`src/rtl/bnn_pkg.sv`:
```
`default_nettype none
// ============================================================================
// Module   : bnn_pkg
// Brief    : Shared constants and state encoding for the BNN weight-load path.
// Revision : 1.0 - initial release
// ============================================================================
package bnn_pkg;

    localparam int NUM_NEURONS = 12;   // 8 layer-1 + 4 layer-2 weight bytes
    localparam int NUM_L1      = 8;
    localparam int NUM_L2      = 4;
    localparam int NIBBLE_W    = 4;
    localparam int IDX_W       = 5;

    // Position of the load signals on the core's bidirectional pin bus
    localparam int LOAD_EN_BIT = 3;
    localparam int NIB_LSB     = 4;

    // Streamer state encoding
    typedef enum logic [1:0] {
        ST_IDLE = 2'd0,
        ST_LOW  = 2'd1,
        ST_HIGH = 2'd2,
        ST_DONE = 2'd3
    } stream_state_e;

endpackage
`default_nettype wire

```
`src/rtl/bnn_weight_fifo.sv`:
```
`default_nettype none
// ============================================================================
// Module   : bnn_weight_fifo
// Brief    : Small synchronous byte FIFO with flush and a look-ahead head port.
// Revision : 1.0 - initial release
// ============================================================================
module bnn_weight_fifo #(
    parameter int DEPTH  = 4,
    parameter int DATA_W = 8
) (
    input  logic              clk,
    input  logic              rst_n,
    input  logic              push,
    input  logic [DATA_W-1:0] push_data,
    input  logic              pop,
    input  logic              flush,
    output logic              full,
    output logic              empty,
    output logic [DATA_W-1:0] head
);

    localparam int AW    = $clog2(DEPTH);
    localparam int PTR_W = AW + 1;

    logic [PTR_W-1:0]  wr_ptr_q, wr_ptr_d;
    logic [PTR_W-1:0]  rd_ptr_q, rd_ptr_d;
    logic [DATA_W-1:0] mem_q [DEPTH];
    logic [DATA_W-1:0] mem_d [DEPTH];

    // Pointers carry one extra wrap bit so full and empty are distinguishable
    assign empty = (wr_ptr_q == rd_ptr_q);
    assign full  = (wr_ptr_q[PTR_W-1] != rd_ptr_q[PTR_W-1]) &&
                   (wr_ptr_q[AW-1:0] == rd_ptr_q[AW-1:0]);
    assign head  = mem_q[rd_ptr_q[AW-1:0]];

    // Next-state for storage and pointers; flush overrides push and pop
    always_comb begin
        wr_ptr_d = wr_ptr_q;
        rd_ptr_d = rd_ptr_q;
        mem_d    = mem_q;
        if (flush) begin
            wr_ptr_d = '0;
            rd_ptr_d = '0;
        end else begin
            if (push && !full) begin
                mem_d[wr_ptr_q[AW-1:0]] = push_data;
                wr_ptr_d = wr_ptr_q + PTR_W'(1);
            end
            if (pop && !empty) begin
                rd_ptr_d = rd_ptr_q + PTR_W'(1);
            end
        end
    end

    // State registers
    always_ff @(posedge clk or negedge rst_n) begin
        if (!rst_n) begin
            wr_ptr_q <= '0;
            rd_ptr_q <= '0;
            for (int i = 0; i < DEPTH; i++) begin
                mem_q[i] <= '0;
            end
        end else begin
            wr_ptr_q <= wr_ptr_d;
            rd_ptr_q <= rd_ptr_d;
            mem_q    <= mem_d;
        end
    end

endmodule
`default_nettype wire

```
`src/rtl/bnn_weight_streamer.sv`:
```
`default_nettype none
// ============================================================================
// Module   : bnn_weight_streamer
// Brief    : Buffers host weight bytes and streams one frame to the BNN core
//            as load-enabled nibbles, low nibble first.
// Revision : 1.0 - initial release
// ============================================================================
module bnn_weight_streamer
    import bnn_pkg::*;
#(
    parameter int NUM_NEURONS = bnn_pkg::NUM_NEURONS,
    parameter int FIFO_DEPTH  = 4,
    parameter int IDX_W       = bnn_pkg::IDX_W
) (
    input  logic             clk,
    input  logic             rst_n,
    input  logic             ena,
    input  logic             s_valid,
    input  logic [7:0]       s_data,
    output logic             s_ready,
    input  logic             start,
    input  logic             abort,
    output logic             load_en,
    output logic [3:0]       weight_nib,
    output logic             busy,
    output logic             done,
    output logic [IDX_W-1:0] neuron_idx
);

    localparam logic [IDX_W-1:0] LAST_IDX = IDX_W'(NUM_NEURONS - 1);

    logic          w_push;
    logic          w_pop;
    logic          w_flush;
    logic          w_fifo_full;
    logic          w_fifo_empty;
    logic [7:0]    w_head;

    stream_state_e    state_q,      state_d;
    logic             load_en_q,    load_en_d;
    logic [3:0]       weight_nib_q, weight_nib_d;
    logic             busy_q,       busy_d;
    logic             done_q,       done_d;
    logic [IDX_W-1:0] neuron_idx_q, neuron_idx_d;

    // Host may push in any state; ena low blocks pushes through s_ready
    assign s_ready = ena && !w_fifo_full;
    assign w_push  = s_valid && s_ready;

    bnn_weight_fifo #(
        .DEPTH  (FIFO_DEPTH),
        .DATA_W (8)
    ) u_fifo (
        .clk       (clk),
        .rst_n     (rst_n),
        .push      (w_push),
        .push_data (s_data),
        .pop       (w_pop),
        .flush     (w_flush),
        .full      (w_fifo_full),
        .empty     (w_fifo_empty),
        .head      (w_head)
    );

    // Next-state and registered-output logic; everything holds while ena is low
    always_comb begin
        state_d      = state_q;
        load_en_d    = load_en_q;
        weight_nib_d = weight_nib_q;
        busy_d       = busy_q;
        done_d       = done_q;
        neuron_idx_d = neuron_idx_q;
        w_pop        = 1'b0;
        w_flush      = 1'b0;
        if (ena) begin
            if (abort) begin
                // Abort beats start; the core may be left mid-byte
                state_d   = ST_IDLE;
                load_en_d = 1'b0;
                busy_d    = 1'b0;
                done_d    = 1'b0;
                w_flush   = 1'b1;
            end else begin
                case (state_q)
                    ST_IDLE: begin
                        load_en_d = 1'b0;
                        done_d    = 1'b0;
                        if (start) begin
                            neuron_idx_d = '0;
                            busy_d       = 1'b1;
                            state_d      = ST_LOW;
                        end
                    end
                    ST_LOW: begin
                        done_d = 1'b0;
                        // Only start a byte when both nibbles are in hand
                        if (!w_fifo_empty) begin
                            load_en_d    = 1'b1;
                            weight_nib_d = w_head[3:0];
                            state_d      = ST_HIGH;
                        end else begin
                            load_en_d = 1'b0;
                        end
                    end
                    ST_HIGH: begin
                        load_en_d    = 1'b1;
                        weight_nib_d = w_head[7:4];
                        w_pop        = 1'b1;
                        neuron_idx_d = neuron_idx_q + IDX_W'(1);
                        state_d      = (neuron_idx_q == LAST_IDX) ? ST_DONE : ST_LOW;
                    end
                    ST_DONE: begin
                        load_en_d = 1'b0;
                        done_d    = 1'b1;
                        busy_d    = 1'b0;
                        state_d   = ST_IDLE;
                    end
                    default: begin
                        state_d   = ST_IDLE;
                        load_en_d = 1'b0;
                        busy_d    = 1'b0;
                        done_d    = 1'b0;
                    end
                endcase
            end
        end
    end

    // State and output registers
    always_ff @(posedge clk or negedge rst_n) begin
        if (!rst_n) begin
            state_q      <= ST_IDLE;
            load_en_q    <= 1'b0;
            weight_nib_q <= '0;
            busy_q       <= 1'b0;
            done_q       <= 1'b0;
            neuron_idx_q <= '0;
        end else begin
            state_q      <= state_d;
            load_en_q    <= load_en_d;
            weight_nib_q <= weight_nib_d;
            busy_q       <= busy_d;
            done_q       <= done_d;
            neuron_idx_q <= neuron_idx_d;
        end
    end

    assign load_en    = load_en_q;
    assign weight_nib = weight_nib_q;
    assign busy       = busy_q;
    assign done       = done_q;
    assign neuron_idx = neuron_idx_q;

endmodule
`default_nettype wire

```
`config.mk`:
```
export PLATFORM = sky130hd
export DESIGN_NAME = bnn_weight_streamer
export DESIGN_NICKNAME = d
export VERILOG_FILES = /design/src/rtl/bnn_pkg.sv /design/src/rtl/bnn_weight_fifo.sv /design/src/rtl/bnn_weight_streamer.sv
export SDC_FILE = /design/constraint.sdc
export NUM_CORES = 1
export LEC_CHECK = 0
export BUFFER_PORTS_ARGS = -buffer_cell sky130_fd_sc_hd__buf_2
export CAP_MARGIN = 5
export CORE_UTILIZATION = 60
export CTS_CLUSTER_DIAMETER = 200
export DETAILED_ROUTE_END_ITERATION = 12
export GPL_TIMING_DRIVEN = 0
export PLACE_DENSITY_LB_ADDON = 0.2
export SLEW_MARGIN = 20
export SYNTH_ARGS = -nofsm -noshare
export SYNTH_HDL_FRONTEND = slang
export SYNTH_SLANG_ARGS = --single-unit
export TNS_END_PERCENT = 100
```
`constraint.sdc`:
```
create_clock -name clk -period 4.2 [get_ports clk]
set_input_delay 0.42 -clock clk [delete_from_list [all_inputs] [get_ports clk]]
set_output_delay 0.42 -clock clk [all_outputs]
set_load 0.01 [all_outputs]
```
==> flow_metrics.tcl, run 1 <==
set metrics [dict create \
    async_flop_share 1.000 \
    worstSetupStartpointType "register" \
    cts_root_buf "clkbuf_8" \
    p_per_area_nw_per_um2 587.2 \
    ys_warn_count 0 \
    diodes 0 \
    syn_area_um2 2819 \
    crit_type "reg -> reg" \
    clk_latency_ns 0.31 \
    rsz0062_at_grt "no" \
    cts_buffers 5 \
    antenna_left 0 \
    crit_top_cell "inv_1" \
    clk_pin_slew_ns 0.10 \
    power_mw 1.824 \
    dpl.hpwl_um 3617 \
    max_slew_margin 0.5696 \
    layout_commonest_cell "dfrtp_1" \
    reg2reg_setup_slack_ns 2.15 \
    clock_path_buffers 2 \
    drt-initial-drc-count 103 \
    cp.buffers_inverters 3 \
    grt_pass1_wl_um 8832 \
    crit_family "simple AND/OR/NAND/NOR gates" \
    synth-seq-area-share 0.4616 \
    synth.ff_latch_count 52 \
    holdBufCountCts 0 \
    hp-class "in -> async" \
    synthCells 209 \
    grt_pass1_vias 1770 \
    core-area_um2 4444 \
    initial_core_util 0.6343 \
    min_period_ns 2.055 \
    finalHoldViolations 0 \
    totalWireLength_um 5178 \
    synth_cell_types 38 \
    portBuffers 26 \
    postCtsSetupRepairBufs 0 \
    htreeDepth 2 \
    status "finished, violations left" \
    postPlaceCellArea_um2 3017 \
    post_cts_resized 0 \
    violations "DRC" \
    p_leak_nw 1.498 \
    period_share 0.4893 \
    synth_edf_count 0 \
    place_congestion 0.7386 \
    avgSynthCellArea_um2 13.49 \
    die_x_um 70.55 \
    synthesis.nets 234 \
    max_freq_mhz 486.6 \
    layout_common_cells "52 x dfrtp_1, 28 x mux2_4, 27 x buf_2" \
    report.final.slew_viol_count 0 \
    crit_path_end_kind "register" \
    die_y_um 70.55 \
    finClkSkew_ns 0.01081 \
    rows 24 \
    cts.sinks 52 \
    worstPathArrival_ns 2.29 \
    hold_slack_ns 0.1241 \
    num-nets-final 267 \
    cts_tree "built" \
    via_per_inst 5.956 \
    timing.setup.tns_ns 0 \
    drive_above_1_share 0.3416 \
    peakVddDrop_v 0.0002907 \
    antenna_found_initial 0 \
    maxCapViolCount 0 \
    ys.flop_type "dfrtp_1" \
    drt_pass1_iterations 8 \
    ios 27 \
    cpMaxStageDelayCell "or4_1" \
    final_cell_area_um2 3105 \
    critPathRequiredTime_ns 4.44 \
    track_usage 0.2334 \
    grt_start_max_net_pins 53 \
    grt_overflow 0 \
    wl_per_cell_um 17.55 \
    worst_slew_pin_slew_ns 0.6456 \
    vias 1757 \
    area_growth_pct 10.16 \
    crit_path_max_fanout 10 \
    setup_viol 0 \
    crit_chain "inv_1, ha_1, buf_2, inv_1, or4_1, o21ai_0, a2bb2oi_1" \
    die_area_um2 4977 \
    slowest_delay_ns 0.53 \
    drc 6 \
]
==> synth_stat cells, types with 3 or more instances <==
library cell,number,area share
dfrtp_1,52,0.46
a31oi_1,3,0.0067
mux4_1,8,0.075
nor3_1,5,0.0089
o21ai_0,5,0.0089
inv_1,9,0.012
xnor2_1,3,0.0093
ha_1,11,0.049
nand2_1,17,0.023
buf_6,5,0.020
nor2_1,8,0.011
mux2_4,28,0.15
mux2i_1,3,0.011
o2bb2ai_1,3,0.0093
mux2_2,9,0.036
a22o_1,4,0.012
clkbuf_1,3,0.0040
and3_1,4,0.0089
==> where the power goes <==
group	total (mW)	switching, mW	internal (mW)	leakage [nW]
Sequential	0.797	0.123	0.674	0.678
Clock	0.290	0.172	0.119	0.0414
Combinational	0.736	0.316	0.419	0.779
==> area by class of cell <==
cell class | instances | area [um2]
Tap cell | 52 | 65.06
Clock buffer | 6 | 72.57
Clock inverter | 2 | 16.27
Multi-Input combinational cell | 138 | 1406
Inverter | 9 | 33.78
Timing Repair Buffer | 26 | 132.6
Buffer | 10 | 77.57
Fill cell | 315 | 1339
Sequential cell | 52 | 1301
==> worst reg2reg max path: cells and delay by family (launching register included) <==
| kind | cells | cell delay, ns |
|---|---|---|
| flip-flops | 1 | 0.47 |
| buffers and inverters | 3 | 0.49 |
| AO/OA/AOI/OAI | 2 | 0.36 |
| adder cells (fa/ha/maj) | 1 | 0.14 |
| AND/OR/NAND/NOR | 1 | 0.53 |
==> logic make-up after synthesis <==
| group | Yosys count | synth area share |
|---|---|---|
| DFF | 52 | 0.4616 |
| muxes | 48 | 0.2703 |
| buffers and inverters | 19 | 0.03950 |
| xor gates and xnor gates | 6 | 0.02663 |
| AOI/OAI and AO/OA | 28 | 0.07679 |
| adders and majority gates | 11 | 0.04882 |
| and+or+nand+nor | 45 | 0.07634 |
==> flip-flops by register name (all words and copies together) (netlist names) <==
signal and count:
u_fifo.mem_q 32, state_q 2, load_en 1, u_fifo.wr_ptr_q 3, neuron_idx 5, done 1, weight_nib 4, busy 1
u_fifo.rd_ptr_q 3
==> stage by stage <==
| step | instances | utilization | setup WS (ns) |
|---|---|---|---|
| floorplan | 209 | - | 2.409 |
| global placement | 287 | 0.6782 | 2.157 |
| detailed placement | 287 | 0.6788 | 2.148 |
| CTS | 295 | 0.6988 | 2.131 |
| global route | 295 | 0.6988 | 1.984 |
| finish | 295 | 0.6988 | 2.145 |
==> routing by layer <==
layer  GRT usage  wire length, um  vias up
met3     0.03419              122        6
met5           0                0        -
li1            -                -      835
met1      0.3297             2472      891
met2      0.3808             2523       25
met4     0.07333               59        0
==> worst paths after layout <==
| check | startpoint | depth (start not counted) | end |
|---|---|---|---|
| max | state_q[0] | 7 | state_q[1] |
| min | rst_n | 1 | busy |
| max reg2reg | state_q[0] | 7 | state_q[1] |
| min reg2reg | u_fifo.mem_q[24] | 1 | u_fifo.mem_q[24] |
| max in group asynchronous | rst_n | 1 | u_fifo.mem_q[13] |
| min in group clk | s_data[4] | 2 | u_fifo.mem_q[20] |
(Power assumes the default switching activity.)
==> inputs of run 2 (changes only) <==
--- a/config.mk
+++ b/config.mk
@@ -7,7 +7,7 @@
 export LEC_CHECK = 0
 export BUFFER_PORTS_ARGS = -buffer_cell sky130_fd_sc_hd__buf_2
 export CAP_MARGIN = 5
-export CORE_UTILIZATION = 60
+export CORE_UTILIZATION = 53
 export CTS_CLUSTER_DIAMETER = 200
 export DETAILED_ROUTE_END_ITERATION = 12
 export GPL_TIMING_DRIVEN = 0
==> constraint.sdc (replaced) <==
create_clock -name clk -period 1.8 [get_ports clk]
set_input_delay 0.18 -clock clk [delete_from_list [all_inputs] [get_ports clk]]
set_output_delay 0.18 -clock clk [all_outputs]
set_load 0.01 [all_outputs]
==> flow_metrics.tcl, run 2 (synthesized netlist as in run 1, its figures left out) <==
set metrics [dict create \
    status "completed" \
    grt_pass1_wl_um 8990 \
    dr.max_layer_used "met4" \
    worst_slew_pin_slew_ns 0.6547 \
    wl_met2_um 2801 \
    fin_util 0.6514 \
    rsz0062_at_grt "yes" \
    drt_pass1_iterations 4 \
    crit_path_max_fanout 10 \
    die_y_um 74.93 \
    grt_overflow 0 \
    crit_type "reg -> reg" \
    max_slew_margin 0.5636 \
    worstPathArrival_ns 1.97 \
    crit_path_end_kind "register" \
    cts.sinks 52 \
    hp-class "in -> reg" \
    p_leak_nw 1.564 \
    report.final.slew_viol_count 0 \
    clk_pin_slew_ns 0.10 \
    reg2reg_setup_slack_ns 0.03 \
    initial_core_util 0.5519 \
    maxCapViolCount 0 \
    core-area_um2 5107 \
    crit_chain "buf_6, xnor2_4, a31oi_4, and3_1, buf_6, mux2_4" \
    multiInputGateArea_um2 1479 \
    critPathRequiredTime_ns 2.00 \
    totalWireLength_um 5643 \
    layout_common_cells "48 x dfrtp_1, 28 x mux2_4, 25 x buf_2" \
    antenna_found_initial 0 \
    grt_pass1_vias 1758 \
    p_per_area_nw_per_um2 1376 \
    num-nets-final 278 \
    finalHoldViolations 0 \
    die_area_um2 5615 \
    cts_tree "built" \
    antenna_left 0 \
    vias 1824 \
    drc 0 \
    setup_ws_ns 0.03039 \
    crit_top_cell "buf_6" \
    largest_reg_flops 32 \
    drive_above_1_share 0.4213 \
    min_period_ns 1.770 \
    via_per_inst 5.630 \
    wl_met1_um 2613 \
    drt-initial-drc-count 107 \
    slowest_delay_ns 0.40 \
    worstSetupStartpointType "register" \
    track_usage 0.2233 \
    cpMaxStageDelayCell "dfrtp_1" \
    rows 26 \
    diodes 0 \
    grt_start_max_net_pins 53 \
    cts_buffers 5 \
    wl_met3_um 164 \
    hold_slack_ns 0.1428 \
    seq_area_um2 1306 \
    dpl.hpwl_um 3594 \
    clk_latency_ns 0.31 \
    period_share 0.9831 \
    htreeDepth 2 \
    place_congestion 0.7318 \
    regMostFlops "u_fifo.mem_q" \
    portBuffers 26 \
    die_x_um 74.93 \
    max_freq_mhz 565.1 \
    pre_cts_ws_ns -0.2731 \
    clock_path_buffers 2 \
    peakVddDrop_v 0.0006676 \
    area_growth_pct 18.02 \
    cts_root_buf "clkbuf_8" \
    setup_viol 0 \
    wl_per_cell_um 17.42 \
    power_mw 4.579 \
    fillers 395 \
    layout_commonest_cell "dfrtp_1" \
    finClkSkew_ns 0.004742 \
    ios 27 \
]
-- run 2: path summary, 6_finish.rpt --
kind                                    startpoint                  to  depth (start not counted)
worst max-delay path            u_fifo.rd_ptr_q[1]    u_fifo.mem_q[21]                          6
worst min-delay path                     s_data[6]    u_fifo.mem_q[14]                          2
worst max register to register  u_fifo.rd_ptr_q[1]    u_fifo.mem_q[21]                          6
worst min register to register     u_fifo.mem_q[1]     u_fifo.mem_q[1]                          1
max in group asynchronous                    rst_n  u_fifo.wr_ptr_q[0]                          2
min in group asynchronous                    rst_n             load_en                          2
-- run 2: stage by stage --
stage / cell area [um2] / cells / TNS (ns)
floorplan: 2819 / 209 / 0
global placement: 3037 / 305 / -1.409
detailed placement: 3039 / 305 / -1.864
CTS: 3257 / 320 / 0
global route: 3327 / 324 / -0.2105
finish: 3327 / 324 / 0
-- run 2: final cells by class --
class,instances,share of cell area
inverter,9,0.01128
buffer,10,0.02708
tap,70,0.02633
clock buffer,6,0.02482
clock inverter,2,0.004137
sequential,52,0.3926
timing repair buffer,37,0.06920
multi-input combinational,138,0.4445
-- run 2: critical path: cells and delay by family, from the launching register on --
family | cells | cell delay, ns
compound gates | 1 | 0.24
buf+inv | 2 | 0.34
flops | 1 | 0.40
mux | 1 | 0.31
xor+xnor | 1 | 0.16
simple gates | 1 | 0.20
-- run 2: timing repair --
| action | 4_1_cts | 5_1_grt |
|---|---|---|
| hold endpoints to repair | 52 | 0 |
| setup endpoints to repair | 40 | 36 |
| hold buffers | 1 | 0 |
| pin swaps | 1 | 7 |
| setup buffers | 6 | 4 |
| gates resized for setup | 12 | 11 |
-- run 2: power breakdown --
| group | total [mW] | internal [mW] | switching, mW |
|---|---|---|---|
| clock | 0.713 | 0.315 | 0.398 |
| combinational | 2.00 | 1.16 | 0.841 |
| sequential | 1.87 | 1.58 | 0.290 |
| total | 4.58 | 3.05 | 1.53 |
-- run 2: layer usage --
layer | global-route usage | up-vias
met5 | 0 | -
met4 | 0.06918 | 0
met3 | 0.04284 | 8
met2 | 0.3754 | 29
met1 | 0.2944 | 931
li1 | - | 856
